**src/rtl/lcd_msg_sequencer.sv**
```systemverilog
// rtl/lcd_msg_sequencer.sv - HD44780 16x2 LCD writer: power-up wait, init commands, then message ROM bytes.
module lcd_msg_sequencer #(
  parameter int POWERUP_CYC     = 750000,
  parameter int SETUP_CYC       = 4,
  parameter int EN_HIGH_CYC     = 16,
  parameter int DELAY_CYC       = 2000,
  parameter int CLEAR_DELAY_CYC = 82000,
  parameter int LINE_LEN        = 16,
  parameter int MSG_LEN         = 32
) (
  input  logic        i_clk,
  input  logic        i_rst_n,
  input  logic        i_start,
  output logic [5:0]  o_rom_addr,
  input  logic [31:0] i_rom_data,
  output logic [7:0]  o_lcd_data,
  output logic        o_lcd_rs,
  output logic        o_lcd_rw,
  output logic        o_lcd_en,
  output logic        o_lcd_on,
  output logic        o_busy,
  output logic        o_done
);

  localparam int MAX_A   = (POWERUP_CYC > CLEAR_DELAY_CYC) ? POWERUP_CYC : CLEAR_DELAY_CYC;
  localparam int MAX_B   = (DELAY_CYC > EN_HIGH_CYC) ? DELAY_CYC : EN_HIGH_CYC;
  localparam int MAX_C   = (SETUP_CYC > MAX_B) ? SETUP_CYC : MAX_B;
  localparam int MAX_CYC = (MAX_A > MAX_C) ? MAX_A : MAX_C;
  localparam int CNT_W   = $clog2(MAX_CYC + 1);

  localparam logic [CNT_W-1:0] PWR_LAST   = CNT_W'(POWERUP_CYC - 1);
  localparam logic [CNT_W-1:0] SETUP_LAST = CNT_W'(SETUP_CYC - 1);
  localparam logic [CNT_W-1:0] EN_LAST    = CNT_W'(EN_HIGH_CYC - 1);
  localparam logic [CNT_W-1:0] DLY_LAST   = CNT_W'(DELAY_CYC - 1);
  localparam logic [CNT_W-1:0] CLR_LAST   = CNT_W'(CLEAR_DELAY_CYC - 1);

  localparam logic [5:0] LINE_END = 6'(LINE_LEN - 1);
  localparam logic [5:0] MSG_END  = 6'(MSG_LEN - 1);

  // Step index walks the byte stream; steps 5 and 7 repeat once per character.
  localparam logic [2:0] ST_FUNC_SET  = 3'd0;
  localparam logic [2:0] ST_DISP_ON   = 3'd1;
  localparam logic [2:0] ST_CLEAR     = 3'd2;
  localparam logic [2:0] ST_ENTRY     = 3'd3;
  localparam logic [2:0] ST_LINE1     = 3'd4;
  localparam logic [2:0] ST_CHAR1     = 3'd5;
  localparam logic [2:0] ST_LINE2     = 3'd6;
  localparam logic [2:0] ST_CHAR2     = 3'd7;

  typedef enum logic [2:0] {
    S_PWR_WAIT,
    S_LOAD,
    S_SETUP,
    S_EN_HI,
    S_WAIT,
    S_DONE
  } state_t;

  state_t           r_state;
  logic [CNT_W-1:0] r_cnt;
  logic [2:0]       r_step;
  logic [5:0]       r_rom_addr;
  logic [7:0]       r_lcd_data;
  logic             r_lcd_rs;
  logic             r_lcd_en;
  logic             r_lcd_on;
  logic             r_busy;
  logic             r_done;

  logic       w_step_is_char;
  logic [7:0] w_cmd_byte;
  logic       w_wait_last;
  logic       w_unused_rom;

  assign w_step_is_char = (r_step == ST_CHAR1) || (r_step == ST_CHAR2);
  assign w_unused_rom   = ^i_rom_data[31:8];

  always_comb begin
    w_cmd_byte = 8'h00;
    case (r_step)
      ST_FUNC_SET: w_cmd_byte = 8'h38;
      ST_DISP_ON:  w_cmd_byte = 8'h0C;
      ST_CLEAR:    w_cmd_byte = 8'h01;
      ST_ENTRY:    w_cmd_byte = 8'h06;
      ST_LINE1:    w_cmd_byte = 8'h80;
      ST_LINE2:    w_cmd_byte = 8'hC0;
      default:     w_cmd_byte = 8'h00;
    endcase
  end

  // Clear-display needs the long settle time; a character 0x01 does not.
  assign w_wait_last = (r_lcd_data == 8'h01 && !r_lcd_rs) ? (r_cnt == CLR_LAST)
                                                          : (r_cnt == DLY_LAST);

  always_ff @(posedge i_clk or negedge i_rst_n) begin
    if (!i_rst_n) begin
      r_state    <= S_PWR_WAIT;
      r_cnt      <= '0;
      r_step     <= ST_FUNC_SET;
      r_rom_addr <= 6'd0;
      r_lcd_data <= 8'h00;
      r_lcd_rs   <= 1'b0;
      r_lcd_en   <= 1'b0;
      r_lcd_on   <= 1'b0;
      r_busy     <= 1'b1;
      r_done     <= 1'b0;
    end else begin
      r_lcd_on <= 1'b1;
      case (r_state)
        S_PWR_WAIT: begin
          if (r_cnt == PWR_LAST) begin
            r_cnt   <= '0;
            r_state <= S_LOAD;
          end else begin
            r_cnt <= r_cnt + 1'b1;
          end
        end
        S_LOAD: begin
          r_lcd_data <= w_step_is_char ? i_rom_data[7:0] : w_cmd_byte;
          r_lcd_rs   <= w_step_is_char;
          r_cnt      <= '0;
          r_state    <= S_SETUP;
        end
        S_SETUP: begin
          if (r_cnt == SETUP_LAST) begin
            r_cnt    <= '0;
            r_lcd_en <= 1'b1;
            r_state  <= S_EN_HI;
          end else begin
            r_cnt <= r_cnt + 1'b1;
          end
        end
        S_EN_HI: begin
          if (r_cnt == EN_LAST) begin
            r_cnt    <= '0;
            r_lcd_en <= 1'b0;
            r_state  <= S_WAIT;
          end else begin
            r_cnt <= r_cnt + 1'b1;
          end
        end
        S_WAIT: begin
          if (w_wait_last) begin
            r_cnt <= '0;
            case (r_step)
              ST_CHAR1: begin
                r_rom_addr <= r_rom_addr + 6'd1;
                if (r_rom_addr == LINE_END) r_step <= ST_LINE2;
                r_state <= S_LOAD;
              end
              ST_CHAR2: begin
                if (r_rom_addr == MSG_END) begin
                  r_busy  <= 1'b0;
                  r_done  <= 1'b1;
                  r_state <= S_DONE;
                end else begin
                  r_rom_addr <= r_rom_addr + 6'd1;
                  r_state    <= S_LOAD;
                end
              end
              default: begin
                r_step  <= r_step + 3'd1;
                r_state <= S_LOAD;
              end
            endcase
          end else begin
            r_cnt <= r_cnt + 1'b1;
          end
        end
        S_DONE: begin
          if (i_start) begin
            r_busy     <= 1'b1;
            r_done     <= 1'b0;
            r_rom_addr <= 6'd0;
            r_step     <= ST_LINE1;
            r_cnt      <= '0;
            r_state    <= S_LOAD;
          end
        end
        default: begin
          r_cnt   <= '0;
          r_state <= S_PWR_WAIT;
        end
      endcase
    end
  end

  assign o_rom_addr = r_rom_addr;
  assign o_lcd_data = r_lcd_data;
  assign o_lcd_rs   = r_lcd_rs;
  assign o_lcd_rw   = 1'b0;
  assign o_lcd_en   = r_lcd_en;
  assign o_lcd_on   = r_lcd_on;
  assign o_busy     = r_busy;
  assign o_done     = r_done;

endmodule

```
**config.mk**
```make
export PLATFORM = sky130hd
export DESIGN_NAME = lcd_msg_sequencer
export DESIGN_NICKNAME = d
export VERILOG_FILES = /design/src/rtl/lcd_msg_sequencer.sv
export SDC_FILE = /design/constraint.sdc
export NUM_CORES = 1
export LEC_CHECK = 0
export CAP_MARGIN = 20
export CORE_MARGIN = 5
export CORE_UTILIZATION = 50
export CTS_CLUSTER_DIAMETER = 40
export CTS_CLUSTER_SIZE = 10
export DETAILED_ROUTE_END_ITERATION = 10
export MAX_ROUTING_LAYER = met4
export PLACE_DENSITY = 0.86
export SLEW_MARGIN = 20
export SYNTH_ARGS = -nofsm -noshare
export SYNTH_HDL_FRONTEND = slang
export SYNTH_SLANG_ARGS = --single-unit
export TNS_END_PERCENT = 20
```
**constraint.sdc**
```tcl
create_clock -name i_clk -period 6.2 [get_ports i_clk]
set_input_delay 1.24 -clock i_clk [delete_from_list [all_inputs] [get_ports i_clk]]
set_output_delay 1.24 -clock i_clk [all_outputs]
set_load 0.005 [all_outputs]
```
# Yosys cells after proc, flatten, opt, wreduce, memory -nomap -nowiden
# Cells that the tools add are included.
word_totals:
  output_inout_bits: 20
  reg_bits: 45
  elab_cells: 96
op_classes:
  n_eq_ne: 31
  n_addsub: 3
  muxes: 40
  n_reduce_logical: 12
op_table:
  columns: ["op", "count"]
  rows:
  - ["two-way mux 20 bit", 5]
  - ["case mux 20 bit (5 select lines)", 1]
  - ["case mux 8 bit (6 select lines)", 1]
  - ["two-way mux 3 bit", 10]
  - ["case mux 6 bit (2 select lines)", 2]
  - ["adder 20 x 1 -> 20 bit, second input constant", 1]
  - ["== test 20 x 11 -> 1 bit, second input constant", 1]
  - ["== test 20 x 17 -> 1 bit, second input constant", 1]
  - ["== test 20 x 2 -> 1 bit, second input constant", 1]
  - ["== test 20 bit, second input constant", 1]
  - ["== test 20 x 4 -> 1 bit, second input constant", 1]
  - ["AND reduction 5 bit", 4]
  - ["== test 3 bit, second input constant", 6]
  - ["two-way mux 6 bit", 3]
  - ["case mux 3 bit (6 select lines)", 1]
  - ["inequality test 2 bit, second input constant", 8]
  - ["== test 3 x 2 -> 1 bit, second input constant", 4]
  - ["case mux 3 bit (2 select lines)", 2]
  - ["two-way mux 1 bit", 11]
  - ["inequality test 3 bit, second input constant", 3]
  - ["== test 8 x 1 -> 1 bit, second input constant", 1]
  - ["two-way mux 8 bit", 1]
  - ["adder 6 x 1 -> 6 bit, second input constant", 1]
  - ["== test 3 x 1 -> 1 bit, second input constant", 2]
  - ["10 further kinds", 14]

# Depth between registers and ports, before layout
# Gate-level depths: netlist of run 1.
depth:
  ltp_word: 5
  depth_mapped: 9

# Least setup slack after synthesis of run 1
# No wires, ideal clock.
synth_path:
  kind: "register to register"
  start: "reg r_cnt[12]"
  end: "reg r_cnt[0]"
  synth_period_minus_slack_ps: 2196
  t_required_ps: 6075
  path_stages_with_launch: 7
  setup_time_ps: 125
  t_arrival_ps: 2071
  slack_ps: 4004
  path_cell_list: "dfrtp_1 -> or4_4 -> nor4_4 -> o2111ai_1 -> a22o_1 -> or2_1 -> mux2_2"
synth_between:
  elab_chain_cells: 4
  elab_cells_between_ends: 11
  classes_between: "5 x eq/ne; 6 x mux"
synth_rtl:
  columns: ["element", "line", "text"]
  rows:
  - ["from (decl)", "60", "logic [CNT_W-1:0] r_cnt;"]
  - ["from (signal assigned)", "115", "r_cnt <= r_cnt + 1'b1;"]
  - ["from (signal assigned)", "130", "r_cnt <= r_cnt + 1'b1;"]
  - ["from (signal assigned)", "139", "r_cnt <= r_cnt + 1'b1;"]
  - ["== test 20 x 11 -> 1 bit / == test 20 x 17 -> 1 bit (equally long branches)", "93, 92", null]
  - ["two-way mux 1 bit", "92", "assign w_wait_last = (r_lcd_data == 8'h01 && !r_lcd_rs) ? (r_cnt == CLR_LAST)"]
  - ["two-way mux 20 bit", "143", "if (w_wait_last) begin"]
  - ["case mux 20 bit (5 select lines) (*)", "109", "case (r_state)"]
# Mark *: on every way between the ends. The rest lies on a longest branch, timed or not.
# A chain may end at the register's enable or synchronous reset.

# Final worst setup path of run 1
layout_path:
  start: "reg r_cnt[13]"
  end: "reg r_cnt[0]"
# Same word-level chain as after synthesis.

==> run summary, run 1 <==
status: finished clean
total negative slack: 0 ns
# rows: 27
Final min period: 2.78 ns
Max-Cap Viols: 0
Worst VDD drop: 0.000142 V
post-route cell area: 3180 um^2
Synth Instances: 330
post-DP HPWL: 4.17 mm
area grow syn2layout: 15.9%
I/O Buffers: 29
gp weighted congestion: 0.842
H-tree levels: 2
Tot GR Track Use: 18.4%
Iteration-0 DRC Markers: 87
routed vias: 2,453
worst setup margin: 3.42 ns
DRT Pass-1 Iters: 4
dpl cells: 416
initial core utilization: 50.8%
RSZ-0062 raised after global routing: false
final cell count without fillers: 424
final setup violating endpoints: 0
clock-pin slew on the worst setup and hold paths: 0.09 ns
layout cell share with drive strength beyond 1: 6.25%
clock root buffer: clkbuf_8
highest clock rate: 359 MHz
Fin Clk Skew: 0.0107 ns
fin. max-slew vios: 0
final WL: 6.21 mm
Worst-Margin Slew: 0.894 ns
crit share post-route: 44.9%
Vias/cell: 5.79
top-area cell type share of the netlist area: 40.1%
Die H: 84.1 um
wire per inst: 14.7 um
grt ovf: 0
number of synthesized register bits: 45
final hold violation count: 0
Util after Layout: 58.9%
cell taking the most area after synthesis: dfrtp_1
syn avg cell area: 8.32 um^2
Startpoint Class: flip-flop
cell area after placement: 3060 um^2
ANT nets after route: 0
Seq/Total Area, Yosys: 41.0%
synth top area cells: dfrtp_1 40%, nand2_1 7.5%, nor2_1 4.5%
Clk Latency, worst-skew pair: 0.31 ns
Worst Hold Class: reg2reg
Die ar.: 7080 um^2
clock sink count: 45
Overall Power: 545 uW
DP Worst Slack: 3.45 ns
clock buffer depth: 2
Critical Path AT: 2.97 ns
Req. time, crit path: 6.39 ns
IO Pins: 55
largest net degree at the start of global routing: 46
die width: 84.1 um
core area: 5410 um^2
CP Capture Type: flip-flop
critical path class: reg2reg
syn nets: 373
crit path max fanout: 25
initial antenna violation count: 0
ys async rst share: 100%
CTS tree: built
synth cell count leaders: 55 x nand2_1, 44 x dfrtp_1, 33 x nor2_1, 19 x o21ai_0, 18 x o22ai_1
residual DRC count: 0
pwr/cell area: 171 nW/um^2
Setup Fix Bufs, Post-CTS: 0
first-pass GRT wire length: 10.6 mm
Leakage: 1.42 nW
top_reg_cell synth: dfrtp_1
CTS Buf Count: 5
Post-synth EDFFs: 0
Post-Syn Area: 2750 um^2
post_cts resized: 0
Slew headroom: 40.4%
ANT cells: 0
YS warnings: 0
Fin Hold WS: 0.509 ns
vias in the first global route: 2,329
Hold Buf Count CTS: 0
NumNets Final: 394
count leader, synth: nand2_1
Netlist cell types: 51
## cell families (layout without fill, tap and decap cells)
| kind of cell | Yosys count | count (layout) | share of synthesized area [%] |
|---|---|---|---|
| flip-flops | 45 | 45 | 41.0 |
| buffers and inverters | 26 | 48 | 3.83 |
| multiplexers | 7 | 7 | 2.64 |
| other | 2 | 2 | 0.273 |
| adder cells (fa/ha/maj) | 8 | 8 | 3.64 |
| AND/OR/NAND/NOR | 166 | 166 | 30.8 |
| AO/OA/AOI/OAI | 76 | 76 | 17.8 |
## registers in the layout, indices dropped and copies added (netlist names)
name        count
r_cnt          20
o_lcd_data      8
o_rom_addr      6
r_state         3
r_step          3
o_busy          1
o_done          1
o_lcd_en        1
o_lcd_on        1
o_lcd_rs        1
## placed cells by master, fill, tap and decap left out, types with 3 or more instances in the layout
cell,netlist,final
o21ai_0,19,19
a22oi_1,5,5
nor2_1,33,33
a21o_1,3,3
ha_1,8,8
or2_2,3,3
dfrtp_1,44,44
nor2b_1,6,6
a31oi_1,6,6
and2_1,13,13
nand2_1,55,55
a21oi_1,7,7
o22ai_1,18,18
mux2i_1,5,5
clkdlybuf4s50_1,0,28
nand3_1,13,13
nor4_1,9,9
nor3_1,10,10
inv_1,10,10
nand2b_1,3,3
clkbuf_8,0,6
nand4_1,4,4
## worst paths after layout
path | startpoint | end | slack [ns] | depth (start not counted)
setup / recovery | r_cnt[13]$_DFFE_PN0P_ | r_cnt[0]$_DFFE_PN0P_ | 3.42 | 6
hold / removal | o_lcd_data[4]$_DFFE_PN0P_ | o_lcd_data[4]$_DFFE_PN0P_ | 0.51 | 2
setup reg to reg | r_cnt[13]$_DFFE_PN0P_ | r_cnt[0]$_DFFE_PN0P_ | 3.42 | 6
hold reg to reg | o_lcd_data[4]$_DFFE_PN0P_ | o_lcd_data[4]$_DFFE_PN0P_ | 0.51 | 2
max in group asynchronous | i_rst_n | r_cnt[4]$_DFFE_PN0P_ | 4.87 | 1
min in group asynchronous | i_rst_n | o_rom_addr[4]$_DFFE_PN0P_ | 0.92 | 1
## area by class of cell
class                      instances  area [um^2]
clock inverter                     2         37.5
multi-input combinational        259         1510
tap                               72         90.1
fill                             490         2220
clock buffer                       6         82.6
inverter                          10         37.5
timing repair buffer              30          295
sequential                        45         1130
## worst max-delay path, stage by stage (launching register included)
cell	delay (ns)
dfrtp_1	0.44
or4_4	0.57
nor4_4	0.27
nand2_1	0.23
o21a_1	0.53
or2_1	0.36
mux2_2	0.26
## report_power, final
part,switching (mW),internal [mW]
logic,0.00785,0.00675
clock network,0.106,0.131
registers,0.0000624,0.294
## layer usage
metal / up-vias / share of wire (%) / GRT usage, % / wire length [um]
met4: 0 / 2.0 / 8.48 / 124
met2: 72 / 46 / 28.6 / 2890
met3: 14 / 5.5 / 3.65 / 340
met1: 1145 / 46 / 23.0 / 2860
li1: 1222 / - / - / -
met5: - / 0 / - / 0
Power figures use the tool's default switching activity.
==> inputs of run 2 (changes only) <==
--- a/config.mk
+++ b/config.mk
@@ -7,12 +7,12 @@
 export LEC_CHECK = 0
 export CAP_MARGIN = 20
 export CORE_MARGIN = 5
-export CORE_UTILIZATION = 50
+export CORE_UTILIZATION = 47
 export CTS_CLUSTER_DIAMETER = 40
 export CTS_CLUSTER_SIZE = 10
 export DETAILED_ROUTE_END_ITERATION = 10
 export MAX_ROUTING_LAYER = met4
-export PLACE_DENSITY = 0.86
+export PLACE_DENSITY = 0.85
 export SLEW_MARGIN = 20
 export SYNTH_ARGS = -nofsm -noshare
 export SYNTH_HDL_FRONTEND = slang
==> constraint.sdc (replaced) <==
create_clock -name i_clk -period 2.3 [get_ports i_clk]
set_input_delay 0.46 -clock i_clk [delete_from_list [all_inputs] [get_ports i_clk]]
set_output_delay 0.46 -clock i_clk [all_outputs]
set_load 0.005 [all_outputs]
==> run 2 against run 1 <==
Setup slack worse by 3.4 ns. Clock skew down 0.0042 ns. Non-clock buffer count up 19. First-iteration DRC count rose to 2.9 times the previous value. Critical path type unchanged. Utilization up 0.82 points. Combinational power rose to 3.0 times the previous value.
==> run summary, run 2 (synthesized netlist as in run 1, its figures left out) <==
routed vias: 2,596 (was 2,453)
clock root buffer: clkbuf_8 (unchanged)
Largest Register: r_cnt (unchanged)
Clk Latency, worst-skew pair: 0.29 ns (was 0.31 ns)
clock-pin slew on the worst setup and hold paths: 0.08 ns (was 0.09 ns)
Leakage: 1.50 nW (was 1.42 nW)
Slowest-stage cell, CP: or4_4 (unchanged)
internal power: 1.05 mW (was 431 uW)
Final min period: 2.26 ns (was 2.78 ns)
clock sink count: 45 (unchanged)
CTS tree: built (unchanged)
die width: 86.4 um (was 84.1 um)
max reg flops: 20 (unchanged)
H-tree levels: 2 (unchanged)
crit-path cells: or4_4 > nor3_4 > mux2i_4 > o21a_1 > buf_6 > a211oi_1 > nor2_1 (was or4_4 > nor4_4 > nand2_1 > o21a_1 > or2_1 > mux2_2)
Worst VDD drop: 0.000387 V (was 0.000142 V)
core area: 5610 um^2 (was 5410 um^2)
pwr/cell area: 397 nW/um^2 (was 171 nW/um^2)
final setup violating endpoints: 0 (unchanged)
initial antenna violation count: 0 (unchanged)
most frequent cells in the layout: 54 x nand2_1, 44 x dfrtp_1, 32 x nor2_1 (was 55 x nand2_1, 44 x dfrtp_1, 33 x nor2_1)
commonest non-fill, non-tap cell in the layout: nand2_1 (unchanged)
CP Capture Type: flip-flop (unchanged)
Critical Path AT: 2.44 ns (was 2.97 ns)
fin. max-slew vios: 0 (unchanged)
status: finished clean (unchanged)
initial core utilization: 49.0% (was 50.8%)
Fin Clk Skew: 0.00651 ns (was 0.0107 ns)
post-DP HPWL: 4.64 mm (was 4.17 mm)
IO Pins: 55 (unchanged)
Max-Cap Viols: 0 (unchanged)
Fin Hold WS: 0.132 ns (was 0.509 ns)
I/O Buffers: 29 (unchanged)
area grow syn2layout: 22.0% (was 15.9%)
crit share post-route: 98.3% (was 44.9%)
first-pass GRT wire length: 11.7 mm (was 10.6 mm)
ANT cells: 0 (unchanged)
Buf+Inv Stages, Crit Path: 1 (was 0)
final cell count without fillers: 442 (was 424)
share of power burned in registers: 59.5% (was 53.8%)
dpl cells: 435 (was 416)
Worst Hold Class: in2async (was reg2reg)
wire per inst: 15.3 um (was 14.7 um)
largest net degree at the start of global routing: 46 (unchanged)
Setup Fix Bufs, Post-CTS: 0 (unchanged)
layout cell share with drive strength beyond 1: 12.2% (was 6.25%)
# rows: 27 (unchanged)
DRT Pass-1 Iters: 5 (was 4)
highest clock rate: 442 MHz (was 359 MHz)
critical path class: reg2reg (unchanged)
fillcell total: 493 (was 490)
Switching Fraction: 21.0% (was 20.9%)
Die ar.: 7470 um^2 (was 7080 um^2)
Vias/cell: 5.87 (was 5.79)
grt ovf: 0 (unchanged)
NumNets Final: 413 (was 394)
Worst-Margin Slew: 0.609 ns (was 0.894 ns)
final WL: 6.75 mm (was 6.21 mm)
crit path max fanout: 24 (was 25)
Net Switching: 279 uW (was 114 uW)
Util after Layout: 59.7% (was 58.9%)
Startpoint Class: flip-flop (unchanged)
Die H: 86.4 um (was 84.1 um)
RSZ-0062 raised after global routing: true (was false)
Seq. cell area: 1130 um^2 (unchanged)
Slew headroom: 59.0% (was 40.4%)
area occupied by multi-input gates: 1550 um^2 (was 1510 um^2)
worst stage delay on the critical path: 0.57 ns (about the same)
clock buffer depth: 2 (unchanged)
gp weighted congestion: 0.921 (was 0.842)
power share of the combinational group: 3.3% (was 2.7%)
CTS Buf Count: 5 (unchanged)
Req. time, crit path: 2.48 ns (was 6.39 ns)
cell family with most CP delay: simple AND/OR/NAND/NOR gates (unchanged)
residual DRC count: 0 (unchanged)
final hold violation count: 0 (unchanged)
Tot GR Track Use: 19.6% (was 18.4%)
vias in the first global route: 2,515 (was 2,329)
clock share of power: 37.2% (was 43.5%)
Iteration-0 DRC Markers: 251 (was 87)
ANT nets after route: 0 (unchanged)
-- run 2: cell count changes in the layout (fill, tap and decap cells not counted), sizes merged --
cell	before	now
bufinv	1	0
clkinvlp	1	0
buf	2	21
clkbuf	6	7
-- run 2: area by class of cell --
type	instances	share of cell area [%]
Tap cell	72	2.69
Inverter	10	1.12
Timing Repair Buffer	49	13.7
Clock buffer	7	2.58
Sequential cell	45	33.7
Multi-Input combinational cell	259	46.2
-- run 2: worst register-to-register path: cells and delay by family, from the launching register on --
family / cells / cell delay [ns]
simple gates: 3 / 0.89
compound gates: 2 / 0.51
flops: 1 / 0.44
buf+inv: 1 / 0.18
mux: 1 / 0.13
-- run 2: through the flow --
stage          total power [mW]  worst slack, ns  cell area [um^2]  setup TNS, ns
6_report                   1.33           0.0401              3350              0
2_1_floorplan             0.813            0.104              2750              0
4_1_cts                    1.34          -0.0348              3300         -0.107
3_5_place_dp              0.852          -0.0269              3220        -0.0316
5_1_grt                    1.40          -0.0411              3350        -0.0528
3_3_place_gp              0.851           0.0347              3220              0
-- run 2: repair_timing --
action	4_1_cts	5_1_grt
endpoints found under the setup margin	7	33
resized for setup	0	14
pin swaps	1	5
hold buffers	0	0
-- run 2: metal layers --
| metal | up-vias | track usage [%] | routed length, um |
|---|---|---|---|
| met5 | - | - | 0 |
| met4 | 0 | 6.37 | 104 |
| met3 | 13 | 2.57 | 378 |
| met2 | 91 | 30.9 | 3270 |
| met1 | 1232 | 26.1 | 3010 |
| li1 | 1260 | - | - |
-- run 2: power groups by stage --
stage	Combinational, mW	Clock, mW	Sequential, mW
after floorplan	0.00527	0	0.808
after global placement	0.0437	0	0.807
after detailed placement	0.0443	0	0.807
after CTS	0.0445	0.507	0.792
after global routing	0.0483	0.555	0.792
final	0.0434	0.496	0.791
-- run 2: path summary, 6_finish.rpt --
kind | startpoint | to | slack (ns) | cells past startpoint
max | r_cnt[9]$_DFFE_PN0P_ | r_state[2]$_DFFE_PN0P_ | 0.04 | 7
min | i_rst_n | r_step[1]$_DFFE_PN0P_ | 0.13 | 2
max reg2reg | r_cnt[9]$_DFFE_PN0P_ | r_state[2]$_DFFE_PN0P_ | 0.04 | 7
min reg2reg | o_lcd_data[0]$_DFFE_PN0P_ | o_lcd_data[0]$_DFFE_PN0P_ | 0.51 | 2
max in group asynchronous | i_rst_n | o_busy$_DFFE_PN1P_ | 1.90 | 2
min in group i_clk | o_lcd_data[0]$_DFFE_PN0P_ | o_lcd_data[0]$_DFFE_PN0P_ | 0.51 | 2
